File: config.mk
export PLATFORM = sky130hd
export DESIGN_NAME = cadence_period_avg
export DESIGN_NICKNAME = d
export VERILOG_FILES = /design/src/rtl/cadence_pkg.sv /design/src/rtl/cadence_avg_window.sv /design/src/rtl/cadence_period_avg.sv
export SDC_FILE = /design/constraint.sdc
export NUM_CORES = 1
export LEC_CHECK = 0
export CAP_MARGIN = 20
export CORE_UTILIZATION = 52
export DETAILED_ROUTE_END_ITERATION = 6
export GPL_TIMING_DRIVEN = 0
export PLACE_DENSITY = 0.73
export SYNTH_ARGS = -nofsm -noshare
export SYNTH_HDL_FRONTEND = slang
export SYNTH_SLANG_ARGS = --single-unit
File: constraint.sdc
create_clock -name clk -period 3.49 [get_ports clk]
set_input_delay 0.698 -clock clk [delete_from_list [all_inputs] [get_ports clk]]
set_output_delay 0.698 -clock clk [all_outputs]
set_load 0.1 [all_outputs]
File: src/rtl/cadence_pkg.sv
// Shared types and constants for the cadence period meter: FSM state encoding,
// real/fast-sim timing constants and the slice-and-clip helper.
package cadence_pkg;

    typedef enum logic [1:0] {
        STOPPED = 2'd0,
        ARMED   = 2'd1,
        RUNNING = 2'd2
    } cad_state_t;

    // 1/3 s at the real clock, and a shortened value for fast simulation
    localparam logic [23:0] CAD_TIMEOUT_REAL   = 24'hE4E1C0;
    localparam logic [23:0] CAD_TIMEOUT_FAST   = 24'h007271;
    localparam int          CAD_SLICE_LSB_REAL = 16;
    localparam int          CAD_SLICE_LSB_FAST = 7;
    localparam logic [23:0] CAD_MIN_PER        = 24'h000400;

    // Shift the count down to the reported slice and clip to the output width
    function automatic logic [31:0] cad_sat(input logic [31:0] count,
                                           input int          slice_lsb,
                                           input int          per_w);
        logic [31:0] sliced;
        logic [31:0] max_v;
        sliced = count >> slice_lsb;
        max_v  = (per_w >= 32) ? 32'hFFFF_FFFF : ((32'd1 << per_w) - 32'd1);
        return (sliced > max_v) ? max_v : sliced;
    endfunction

endpackage

File: src/rtl/cadence_avg_window.sv
// Moving-average window over the last 2^AVG_LOG2 period samples, kept as a
// slot shift register plus a running sum so the average never needs an adder tree.
module cadence_avg_window
    import cadence_pkg::*;
#(
    parameter int               PER_W    = 8,
    parameter int               AVG_LOG2 = 2,
    parameter logic [PER_W-1:0] RST_VAL  = '0
) (
    input  logic             clk,
    input  logic             rst,
    input  logic             preload,
    input  logic             shift,
    input  logic [PER_W-1:0] sample,
    output logic [PER_W-1:0] avg
);

    localparam int N     = 1 << AVG_LOG2;
    localparam int SUM_W = PER_W + AVG_LOG2;

    logic [PER_W-1:0] slot_p0 [N];
    logic [SUM_W-1:0] sum_p0;

    // ---- stage p0: window slots and running sum ----
    always_ff @(posedge clk) begin
        if (rst) begin
            for (int i = 0; i < N; i++) slot_p0[i] <= RST_VAL;
            sum_p0 <= SUM_W'(RST_VAL) << AVG_LOG2;
        end else if (preload) begin
            for (int i = 0; i < N; i++) slot_p0[i] <= sample;
            sum_p0 <= SUM_W'(sample) << AVG_LOG2;
        end else if (shift) begin
            slot_p0[0] <= sample;
            for (int i = 1; i < N; i++) slot_p0[i] <= slot_p0[i-1];
            // Modular arithmetic: the true sum always fits SUM_W, so wrap is harmless
            sum_p0 <= sum_p0 + SUM_W'(sample) - SUM_W'(slot_p0[N-1]);
        end
    end

    assign avg = sum_p0[AVG_LOG2 +: PER_W];

endmodule

File: src/rtl/cadence_period_avg.sv
// Pedal-cadence period meter: registered rise detect, saturating period counter,
// STOPPED/ARMED/RUNNING FSM with glitch rejection, and a moving-average output.
module cadence_period_avg
    import cadence_pkg::*;
#(
    parameter int               CNT_W     = 24,
    parameter int               PER_W     = 8,
    parameter int               SLICE_LSB = CAD_SLICE_LSB_REAL,
    parameter logic [CNT_W-1:0] TIMEOUT   = CAD_TIMEOUT_REAL,
    parameter logic [CNT_W-1:0] MIN_PER   = CAD_MIN_PER,
    parameter int               AVG_LOG2  = 2
) (
    input  logic             clk,
    input  logic             rst,
    input  logic             cadence_filt,
    output logic [PER_W-1:0] cadence_per,
    output logic [PER_W-1:0] cadence_avg,
    output logic             per_vld,
    output logic             not_pedaling,
    output logic             glitch
);

    function automatic logic [PER_W-1:0] slice_sat(input logic [CNT_W-1:0] c);
        return PER_W'(cad_sat(32'(c), SLICE_LSB, PER_W));
    endfunction

    localparam logic [PER_W-1:0] SAT_TO = slice_sat(TIMEOUT);

    logic             prev_p0;
    logic             rise_p1;
    cad_state_t       state, state_n;
    logic [CNT_W-1:0] count, count_n, count_inc;
    logic [PER_W-1:0] per_n;
    logic [PER_W-1:0] win_sample;
    logic             per_vld_n, glitch_n;
    logic             win_preload, win_shift;
    logic             accept;

    // ---- stage p0/p1: input history and registered rise ----
    always_ff @(posedge clk) begin
        if (rst) begin
            prev_p0 <= 1'b0;
            rise_p1 <= 1'b0;
        end else begin
            prev_p0 <= cadence_filt;
            rise_p1 <= cadence_filt & ~prev_p0;
        end
    end

    assign count_inc = (count == TIMEOUT) ? count : count + CNT_W'(1);
    assign accept    = rise_p1 && (count >= MIN_PER);

    // A rise always beats a simultaneous timeout, so rise_p1 is tested first
    always_comb begin
        state_n     = state;
        count_n     = count_inc;
        per_n       = cadence_per;
        per_vld_n   = 1'b0;
        glitch_n    = 1'b0;
        win_preload = 1'b0;
        win_shift   = 1'b0;
        win_sample  = slice_sat(count);
        unique case (state)
            STOPPED: begin
                count_n = '0;
                if (rise_p1) begin
                    state_n = ARMED;
                    count_n = CNT_W'(1);
                end
            end
            ARMED, RUNNING: begin
                if (accept) begin
                    state_n   = RUNNING;
                    count_n   = CNT_W'(1);
                    per_n     = slice_sat(count);
                    per_vld_n = 1'b1;
                    if (state == ARMED) win_preload = 1'b1;
                    else                win_shift   = 1'b1;
                end else if (rise_p1) begin
                    glitch_n = 1'b1;
                end else if (count == TIMEOUT) begin
                    state_n = STOPPED;
                    count_n = '0;
                    // Only a running meter reports the stop; an armed one just disarms
                    if (state == RUNNING) begin
                        per_n       = SAT_TO;
                        per_vld_n   = 1'b1;
                        win_preload = 1'b1;
                        win_sample  = SAT_TO;
                    end
                end
            end
            default: begin
                state_n = STOPPED;
                count_n = '0;
            end
        endcase
    end

    // ---- stage p2: FSM, counter and period outputs ----
    always_ff @(posedge clk) begin
        if (rst) begin
            state       <= STOPPED;
            count       <= '0;
            cadence_per <= SAT_TO;
            per_vld     <= 1'b0;
            glitch      <= 1'b0;
        end else begin
            state       <= state_n;
            count       <= count_n;
            cadence_per <= per_n;
            per_vld     <= per_vld_n;
            glitch      <= glitch_n;
        end
    end

    assign not_pedaling = (state == STOPPED);

    cadence_avg_window #(
        .PER_W    (PER_W),
        .AVG_LOG2 (AVG_LOG2),
        .RST_VAL  (SAT_TO)
    ) u_window (
        .clk     (clk),
        .rst     (rst),
        .preload (win_preload),
        .shift   (win_shift),
        .sample  (win_sample),
        .avg     (cadence_avg)
    );

endmodule

# After elaboration in Yosys (flattened, before gate mapping)

Memory sizes are Yosys's and may differ from the RTL's.
Index checks and enable logic that the tools add are counted.

Flip-flop bits (word level): 48
Latch bits: 0
Memory bits (writable): 32
Bits in read-only memories: 0
Input port bits: 3
Logic and storage cells: 95
Memories kept: 1

Memory list:

| memory           | words | width | rd ports | clocked after memory_dff | write ports | RTL line                 | text |
|---|---|---|---|---|---|---|---|
| u_window.slot_p0 | 4     | 8     | 4        | 0                        | 4           | cadence_avg_window.sv:21 | `logic [PER_W-1:0] slot_p0 [N];` |

Add/subtract/negate cells: 3
Multiply operators: 0
Divide/modulo/power cells: 0
Order comparisons: 2
Equality and inequality tests: 7
Shift-type cells: 0
Muxes and demuxes: 51
Bitwise logic cells: 11
Reduce and logical (&&, ||, !) cells: 11

Operator list:

| cell                                                                    | number |
|---|---|
| 8-bit 2-to-1 mux                                                        | 18 |
| 24-bit 2-to-1 mux                                                       | 4 |
| 24-bit case mux with 2 select lines                                     | 1 |
| 24-bit by 1-bit adder with 24-bit output, second input constant         | 1 |
| 24-bit equality test, second input constant                             | 1 |
| 24-bit by 11-bit >= comparator with 1-bit output, second input constant | 1 |
| 1-bit 2-to-1 mux                                                        | 21 |
| 10-bit 2-to-1 mux                                                       | 2 |
| 10-bit by 8-bit adder with 10-bit output                                | 1 |
| 10-bit by 8-bit subtractor with 10-bit output                           | 1 |
| 8-bit greater-than comparator, second input constant                    | 1 |
| 2-bit 2-to-1 mux                                                        | 4 |
| 1-bit bitwise OR                                                        | 8 |
| 3-bit inequality test, second input constant                            | 2 |
| 2-bit nonzero test                                                      | 3 |
| 2-bit OR reduction                                                      | 3 |
| 2-bit by 1-bit inequality test with 1-bit output, second input constant | 2 |
| 2-bit case mux with 2 select lines                                      | 1 |
| 4-bit AND reduction                                                     | 1 |
| 3-bit AND reduction                                                     | 1 |
| 3-bit OR reduction                                                      | 1 |
| 2-bit by 1-bit equality test with 1-bit output, second input constant   | 1 |
| 2-bit equality test, second input constant                              | 1 |
| 2-bit zero test                                                         | 1 |
| 3 further kinds                                                         | 4 |

# Depth between registers and ports, before layout

Gate-level depths: netlist of run 1.

Word-level depth: 11
Mapped depth: 10
Gate-level depth less buffers: 10

# By module

Synthesis of run 1 repeated with hierarchy kept, for this count alone.

Cells, all modules: 471
Area, all modules: 4403.0 um^2

By module, submodules not included:

| module             | times used | cells each | area each (um^2) | seq. area each (um^2) |
|---|---|---|---|---|
| cadence_avg_window | 1          | 265        | 2533.7           | 1161.1 |
| cadence_period_avg | 1          | 206        | 1869.3           | 760.7 |

# Worst setup path after synthesis of run 1

Ideal clock, no wire load.

Path type: register to register
From: register count[17]
To: register u_window.sum_p0[8]
Setup time: 0.120 ns
Arrival time: 2.525 ns
Data required time: 3.370 ns
Setup slack: 0.845 ns
Cell stages (with the launch flop): 10
Buffers on the path: 2
Period minus slack after synthesis: 2.645 ns
Path through: dfxtp_1 clkbuf_1 clkbuf_1 fa_1 fa_1 a211oi_1 o21ai_0 a31oi_1 xnor2_1 a211o_1

Word-level cells in the longest chain between the ends: 11

RTL lines:

| what                                          | RTL line                  | text |
|---|---|---|
| start, declared                               | cadence_period_avg.sv:32  | `logic [CNT_W-1:0] count, count_n, count_inc;` |
| start signal, assigned                        | cadence_period_avg.sv:110 | `count <= count_n;` |
| 8-bit greater-than comparator                 | cadence_pkg.sv:26         | `return (sliced > max_v) ? max_v : sliced;` |
| 8-bit 2-to-1 mux                              | cadence_pkg.sv:26         |  |
| 8-bit 2-to-1 mux                              | cadence_period_avg.sv:85  | `if (state == RUNNING) begin` |
| 8-bit 2-to-1 mux                              | cadence_period_avg.sv:81  | `end else if (count == TIMEOUT) begin` |
| 8-bit 2-to-1 mux                              | cadence_period_avg.sv:79  | `end else if (rise_p1) begin` |
| 8-bit 2-to-1 mux                              | cadence_period_avg.sv:72  | `if (accept) begin` |
| 8-bit 2-to-1 mux                              | cadence_period_avg.sv:63  | `unique case (state)` |
| 10-bit by 8-bit adder with 10-bit output      | cadence_avg_window.sv:36  | `sum_p0 <= sum_p0 + SUM_W'(sample) - SUM_W'(slot_p0[N-1]);` |
| 10-bit by 8-bit subtractor with 10-bit output | cadence_avg_window.sv:36  |  |
| 10-bit 2-to-1 mux                             | cadence_avg_window.sv:32  | `end else if (shift) begin` |
| 10-bit 2-to-1 mux                             | cadence_avg_window.sv:29  | `end else if (preload) begin` |
| end signal, assigned                          | cadence_avg_window.sv:28  | `sum_p0 <= SUM_W'(RST_VAL) << AVG_LOG2;` |
| end signal, assigned                          | cadence_avg_window.sv:31  | `sum_p0 <= SUM_W'(sample) << AVG_LOG2;` |
| end signal, assigned                          | cadence_avg_window.sv:36  |  |
| end, declared                                 | cadence_avg_window.sv:22  | `logic [SUM_W-1:0] sum_p0;` |

Several ways; a longest one is shown, not always the timed one. The select of a mux whose other input is x is not followed.
A chain may end at the register's enable or synchronous reset.

# Worst setup path in the final report of run 1

From: register count[18]
To: register u_window.sum_p0[8]

The elaborated chain is that of the path after synthesis.

==> summary.txt, run 1 <==
Outcome
  • Status: completed

Power
  • Leakage: 1.72 nW
  • VDD IR max: 209 uV
  • Pwr/cell area: 366 nW/um2

Synth
  • Mapped Cells: 442
  • Most common flop cell mapped by yosys: dfxtp_1
  • Synth area leader: dfxtp_1
  • Post-synthesis cell type count: 54
  • Top cells by area, synth: dfxtp_1, edfxtp_1, ha_1
  • Post-synth net total: 470
  • Post-synth top area share: 22.7%
  • Asr flop ratio synth: 0%
  • Synth warnings: 0
  • Cell Area, Synth: 4240 um2
  • Synthesized flop and latch total: 80
  • Post-synth EDFFs: 32
  • Syn avg cell area: 9.59 um2
  • Sequential share of the synthesized area: 45.3%

Place
  • # port buffers: 21
  • Placed Area: 4580 um2
  • Routability Congestion: 0.829
  • Detail Placement HPWL: 6960 um
  • Dpl ws: 228 ps

Die
  • Total Die Area: 8520 um2
  • DIE WIDTH: 92.3 um
  • Core area: 7810 um2
  • Io pins: 22
  • Initial core utilization: 54.3%
  • # rows: 32
  • DIE HEIGHT: 92.3 um

Detailed routing
  • DR WL/cell: 16.3 um
  • Starting DRT DRC Count: 300
  • Met3 WL: 385 um
  • Met2 wire len: 4560 um
  • Via count: 3,309
  • DRT Pass-1 Iters: 5
  • Vias/cell: 5.70
  • M1 WL: 4360 um
  • Routed Wire Length: 9460 um
  • # DRC: 0
  • Highest Signal Layer: met4
  • Final ANT Viol Nets: 0

Clocking
  • Post-cts repair resize count: 0
  • CTS tree: built
  • Root buffer cell: clkbuf_8
  • Post-CTS Setup Inserts: 0
  • Clock Sinks: 80
  • Worst-path clk slew: 90 ps
  • CTS Buf Count: 9
  • H-tree lvl count: 3
  • Worst skew pair latency: 360 ps
  • # hold bufs at CTS: 0
  • Clock buffer depth: 2

Timing
  • F_max: 0.314 GHz
  • Max Slew Vio Count: 0
  • Fin Clk Skew: 15.3 ps
  • Final setup vio count: 0
  • Setup TNS Final: 0 ps
  • RSZ-0062 raised after global routing: no
  • Final setup margin: 310 ps
  • Fin. Hold Viols: 0
  • Final period util: 91.1%
  • Max_slew headroom: 24.5%
  • Tmin final: 3180 ps
  • Slew of the pin with the lowest slew margin: 1120 ps

Critical path
  • CP max stage delay: 530 ps
  • Critical path, cell by cell: clkbuf_1 > inv_1 > fa_1 > inv_1 > ha_1 > a211oi_1 > o21ai_0 > a31oi_1 > xnor2_1 > a211o_1
  • Worst Setup Start Kind: register
  • Reg2reg start: count[18]
  • Worst-path fanout max: 10
  • Crit Path Class: register to register
  • Worst setup EP type: register
  • CP bufs+invs: 3
  • Worst endpoint data arrival time: 3430 ps
  • Critical path origin: count[18]
  • Crit path max-delay cell type: fa_1
  • WP data required: 3740 ps
  • Most Frequent Cell on Critical Path: inv_1
  • CP top delay family: compound AO/OA/AOI/OAI gates

Global routing
  • Vias in the first global route: 3,195
  • First-pass GRT wire length: 15,900 um
  • GR Overflow Total: 0
  • Total track usage: 23.9%
  • Initial antenna violation count: 0
  • Largest net degree at the start of global routing: 17

Final layout
  • Area delta synth->final: 12.8%
  • Final nets: 502
  • Ant. Diodes: 0
  • Final Util: 61.3%
  • Layout cell share with drive strength beyond 1: 8.35%
  • Post-route cell area: 4780 um2

Run
  • Max Cap Viol: 0

Hold path
  • Hold Crit Start: prev_p0
  • HP Class: register to register
-- power breakdown --
group,internal [mW],switching (mW)
registers,0.978,0.00422
clock network,0.318,0.380
logic,0.0204,0.0504
-- final timing paths --
path	cells after the start	slack, ps	endpoint
setup / recovery	10	310	u_window.sum_p0[8]
hold / removal	1	400	rise_p1
setup reg to reg	10	310	u_window.sum_p0[8]
hold reg to reg	1	400	rise_p1
-- cell families (layout without fill, tap and decap cells) --
| group | Yosys count | after routing | share of synthesized area, % |
|---|---|---|---|
| AND/OR/NAND/NOR | 152 | 152 | 18.1 |
| flip-flops | 80 | 80 | 45.3 |
| adder cells (fa/ha/maj) | 25 | 25 | 8.80 |
| multiplexers | 2 | 2 | 0.502 |
| buffers and inverters | 70 | 107 | 7.53 |
| XOR/XNOR | 29 | 29 | 5.99 |
| AO/OA/AOI/OAI | 84 | 84 | 13.7 |
-- cells in the mapped netlist, drive strengths merged, types with 3 or more instances --
master,number
dfxtp,48
a211oi,3
nand2b,10
o32ai,6
a21o,10
nand4,6
nor4,6
inv,40
a211o,3
edfxtp,32
or3,5
or2,3
or4,3
o221ai,4
a21oi,23
xor2,17
fa,8
clkbuf,15
xnor2,12
nor2,41
and3,5
a31oi,3
and2,4
a22oi,4
nand3,12
o21bai,5
o211ai,3
nand2,35
buf,15
ha,17
o21ai,9
nor3,11
-- area by class of cell --
class	instances	area, um2
Fill cell	673	3030
Multi-Input combinational cell	292	2000
Sequential cell	80	1920
Timing Repair Buffer	21	210
Buffer	30	169
Inverter	40	150
Clock buffer	10	149
Tap cell	102	128
Clock inverter	6	56.3
-- metal layers --
layer	up-vias	track usage (%)
met4	0	7.29
li1	1609	-
met1	1607	32.2
met2	79	40.1
met3	14	3.37
met5	-	0
-- worst reg2reg max path: cells and delay by family (launching register included) --
kind | cells | cell delay [ps]
AO/OA/AOI/OAI | 4 | 1120
flip-flops | 1 | 310
XOR/XNOR | 1 | 110
adder cells (fa/ha/maj) | 2 | 890
buffers and inverters | 3 | 650
-- flip-flops by register name (all words and copies together), names as in the netlist --
name and count:
count 24, rise_p1 1, prev_p0 1, glitch 1
cadence_per 8, u_window.slot_p0 32, state 2, per_vld 1
u_window.sum_p0 10
-- per-stage QoR --
| stage | total power [mW] | hold slack [ps] | instances |
|---|---|---|---|
| 6_report | 1.75 | 395 | 581 |
| 3_5_place_dp | 1.07 | 376 | 565 |
| 3_3_place_gp | 1.07 | 373 | 565 |
| 5_1_grt | 1.80 | 417 | 581 |
| 2_1_floorplan | 1.05 | 367 | 442 |
| 4_1_cts | 1.76 | 398 | 581 |
-- placed cells by master, fill, tap and decap left out, drive strengths merged, types with 6 or more instances in the layout --
| cell type | n |
|---|---|
| nor4 | 6 |
| clkbuf | 25 |
| a21oi | 23 |
| edfxtp | 32 |
| buf | 15 |
| inv | 44 |
| nand2 | 35 |
| nor2 | 41 |
| xor2 | 17 |
| nand2b | 10 |
| nand4 | 6 |
| a21o | 10 |
| ha | 17 |
| fa | 8 |
| nor3 | 11 |
| o32ai | 6 |
| o21ai | 9 |
| nand3 | 12 |
| dfxtp | 48 |
| clkdlybuf4s50 | 21 |
| xnor2 | 12 |
(Power assumes the default switching activity.)
==> inputs of run 2 (changes only) <==
--- a/config.mk
+++ b/config.mk
@@ -6,6 +6,7 @@
 export NUM_CORES = 1
 export LEC_CHECK = 0
 export CAP_MARGIN = 20
+export CORE_MARGIN = 2
 export CORE_UTILIZATION = 52
 export DETAILED_ROUTE_END_ITERATION = 6
 export GPL_TIMING_DRIVEN = 0
==> run 2 against run 1 <==
  * Power rose by 3.7%
  * Sequential power hardly changed
  * Clock power rose by 9.2%
  * Via count down 1.1%
  * Critical endpoint is now u_window.slot_p0[0][7]
  * Worst setup slack better by 27 ps
  * Sequential share of layout area shrank 0.24 points
  * Fmax rose by 0.87%
  * Global-route usage down 0.18 points
  * Highest routed layer unchanged
==> summary.txt, run 2 (synthesized netlist as in run 1, its figures left out) <==
Outcome
  • Status: completed

Timing
  • Fin. Hold Viols: 0 (unchanged)
  • Tmin final: 3150 ps (-27.3 ps)
  • Max Slew Vio Count: 0 (unchanged)
  • RSZ-0062 raised after global routing: no
  • Final period util: 90.3% (-0.78 points)
  • Setup TNS Final: 0 ps (unchanged)
  • Fin Clk Skew: 8.42 ps (-6.86 ps)
  • Slew of the pin with the lowest slew margin: 1090 ps (-36.3 ps)
  • Max_slew headroom: 26.9% (+2.4 points)
  • Final setup vio count: 0 (unchanged)
  • Hold WS: 386 ps (-9.07 ps)
  • F_max: 0.317 GHz (+0.87%)

Critical path
  • Worst endpoint data arrival time: 3070 ps (-360 ps)
  • Crit path max-delay cell type: or4_4
  • WP data required: 3400 ps (-340 ps)
  • Worst Setup Start Kind: register
  • R2R Setup Slk: 340 ps (+30 ps)
  • CP bufs+invs: 1 (-2)
  • Worst-path fanout max: 16 (+6)
  • CP max stage delay: 620 ps (+90 ps)
  • Reg2reg start: count[19]
  • Most Frequent Cell on Critical Path: or4_4
  • Worst setup EP type: register
  • Critical path, cell by cell: or4_4 > or4_4 > a32oi_2 > buf_4 > nand2b_1
  • Reg2Reg Depth: 5 (-5)
  • Crit Path Class: register to register
  • R2r endpoint: u_window.slot_p0[0][7]
  • CP top delay family: simple AND/OR/NAND/NOR gates

Global routing
  • GR Overflow Total: 0 (unchanged)
  • Largest net degree at the start of global routing: 17 (unchanged)
  • Vias in the first global route: 3,230 (+1.1%)
  • First-pass GRT wire length: 16,100 um (+1.4%)
  • Total track usage: 23.7% (-0.18 points)
  • Initial antenna violation count: 0 (unchanged)

Place
  • Routability Congestion: 0.852 (+2.9%)
  • # port buffers: 21 (unchanged)
  • Detail Placement HPWL: 7030 um (+1.1%)
  • Placed Area: 4580 um2 (unchanged)

Final layout
  • Final nets: 502 (unchanged)
  • Post-route cell area: 4810 um2 (+0.60%)
  • Flip-flop count of the largest register after layout: 32 (unchanged)
  • Commonest non-fill, non-tap cells in the layout: dfxtp_1, nor2_1, inv_1
  • Largest register by flop count: u_window.slot_p0
  • Most common cell after layout, fill and taps aside: dfxtp_1
  • Fillers: 684 (+1.6%)
  • Top Registers: u_window.slot_p0 (32), count (24), u_window.sum_p0 (10)
  • Sequential Area: 1920 um2 (unchanged)
  • Multi-input gate area: 2000 um2 (unchanged)
  • Layout cell share with drive strength beyond 1: 8.35% (unchanged)
  • Area delta synth->final: 13.5%
  • Ant. Diodes: 0 (unchanged)
  • Final Util: 61.6% (+0.37 points)

Detailed routing
  • Final ANT Viol Nets: 0 (unchanged)
  • DRT Pass-1 Iters: 4 (-1)
  • Routed Wire Length: 9700 um (+2.6%)
  • Via count: 3,273 (-1.1%)
  • DR WL/cell: 16.7 um (+2.6%)
  • # DRC: 0 (unchanged)
  • Vias/cell: 5.63 (-1.1%)
  • Starting DRT DRC Count: 285 (-5.0%)

Power
  • Leakage: 1.73 nW (+0.77%)
  • Pwr/cell area: 377 nW/um2 (+3.1%)
  • VDD IR max: 193 uV (-7.4%)
  • Total power: 1.82 mW (+3.7%)

Clocking
  • Clock Sinks: 80 (unchanged)
  • CTS Buf Count: 9 (unchanged)
  • Worst-path clk slew: 90 ps (about the same)
  • Post-cts repair resize count: 0 (unchanged)
  • Post-CTS Setup Inserts: 0 (unchanged)
  • Root buffer cell: clkbuf_8
  • # hold bufs at CTS: 0 (unchanged)
  • H-tree lvl count: 3 (unchanged)
  • Clock buffer depth: 2 (unchanged)
  • CTS tree: built
  • Worst skew pair latency: 350 ps (about the same)

Die
  • Io pins: 22 (unchanged)
  • Core area: 7810 um2 (unchanged)
  • Total Die Area: 8890 um2 (+4.4%)
  • DIE WIDTH: 94.3 um (+2.2%)
  • DIE HEIGHT: 94.3 um (+2.2%)
  • Initial core utilization: 54.3% (unchanged)
  • # rows: 32 (unchanged)

Hold path
  • Worst hold endpoint: rise_p1
  • Hold Crit Start: prev_p0
  • HP Class: register to register
  • Worst Hold Path Cells: 1 (unchanged)

Run
  • Max Cap Viol: 0 (unchanged)
==> run 2: changes by cell type in the layout (fill, tap and decap cells not counted), sizes merged <==
| cell | before | now |
|---|---|---|
| inv | 44 | 40 |
| clkinv | 1 | 3 |
| bufinv | 0 | 1 |
| clkbuf | 25 | 26 |
==> run 2: area by class of cell <==
cell class / instances / area share, %
plain buffers: 30 / 3.51
clock buffers: 11 / 3.62
clock inverters: 5 / 1.25
inverters: 40 / 3.12
multi-input cells: 292 / 41.5
flip-flops and latches: 80 / 39.9
well taps: 102 / 2.65
repair buffers: 21 / 4.37
==> run 2: power by group <==
| part | switching [mW] | internal [mW] | leakage [nW] | total [mW] |
|---|---|---|---|---|
| clock | 0.344 | 0.418 | 0.116 | 0.762 |
| sequential | 0.00436 | 0.978 | 0.660 | 0.982 |
| combinational | 0.0510 | 0.0204 | 0.956 | 0.0714 |
| total | 0.399 | 1.42 | 1.73 | 1.82 |
==> run 2: per-layer routing <==
metal	vias to the layer above	share of wire (%)	track usage, %
met1	1565	45	31.1
met5	-	0	0
met2	86	49	39.5
met4	0	1.6	10.0
met3	14	5.2	3.21
li1	1608	-	-
==> run 2: metrics by stage <==
step	cells	setup slack (ps)
2_1_floorplan	442	845
3_3_place_gp	565	202
3_5_place_dp	565	186
4_1_cts	581	333
5_1_grt	581	102
6_report	581	337
==> run 2: how the worst max path moves through the flow <==
| stage | start | endpoint | depth (start not counted) |
|---|---|---|---|
| 2_1_floorplan | count[17] | u_window.sum_p0[8] | 9 |
| 3_3_place_gp | rst | u_window.slot_p0[0][6] | 4 |
| 3_5_place_dp | rst | u_window.slot_p0[0][6] | 4 |
| 4_1_cts | count[19] | u_window.slot_p0[0][6] | 5 |
| 5_1_grt | count[18] | u_window.sum_p0[8] | 10 |
| 6_report | count[19] | u_window.slot_p0[0][7] | 5 |
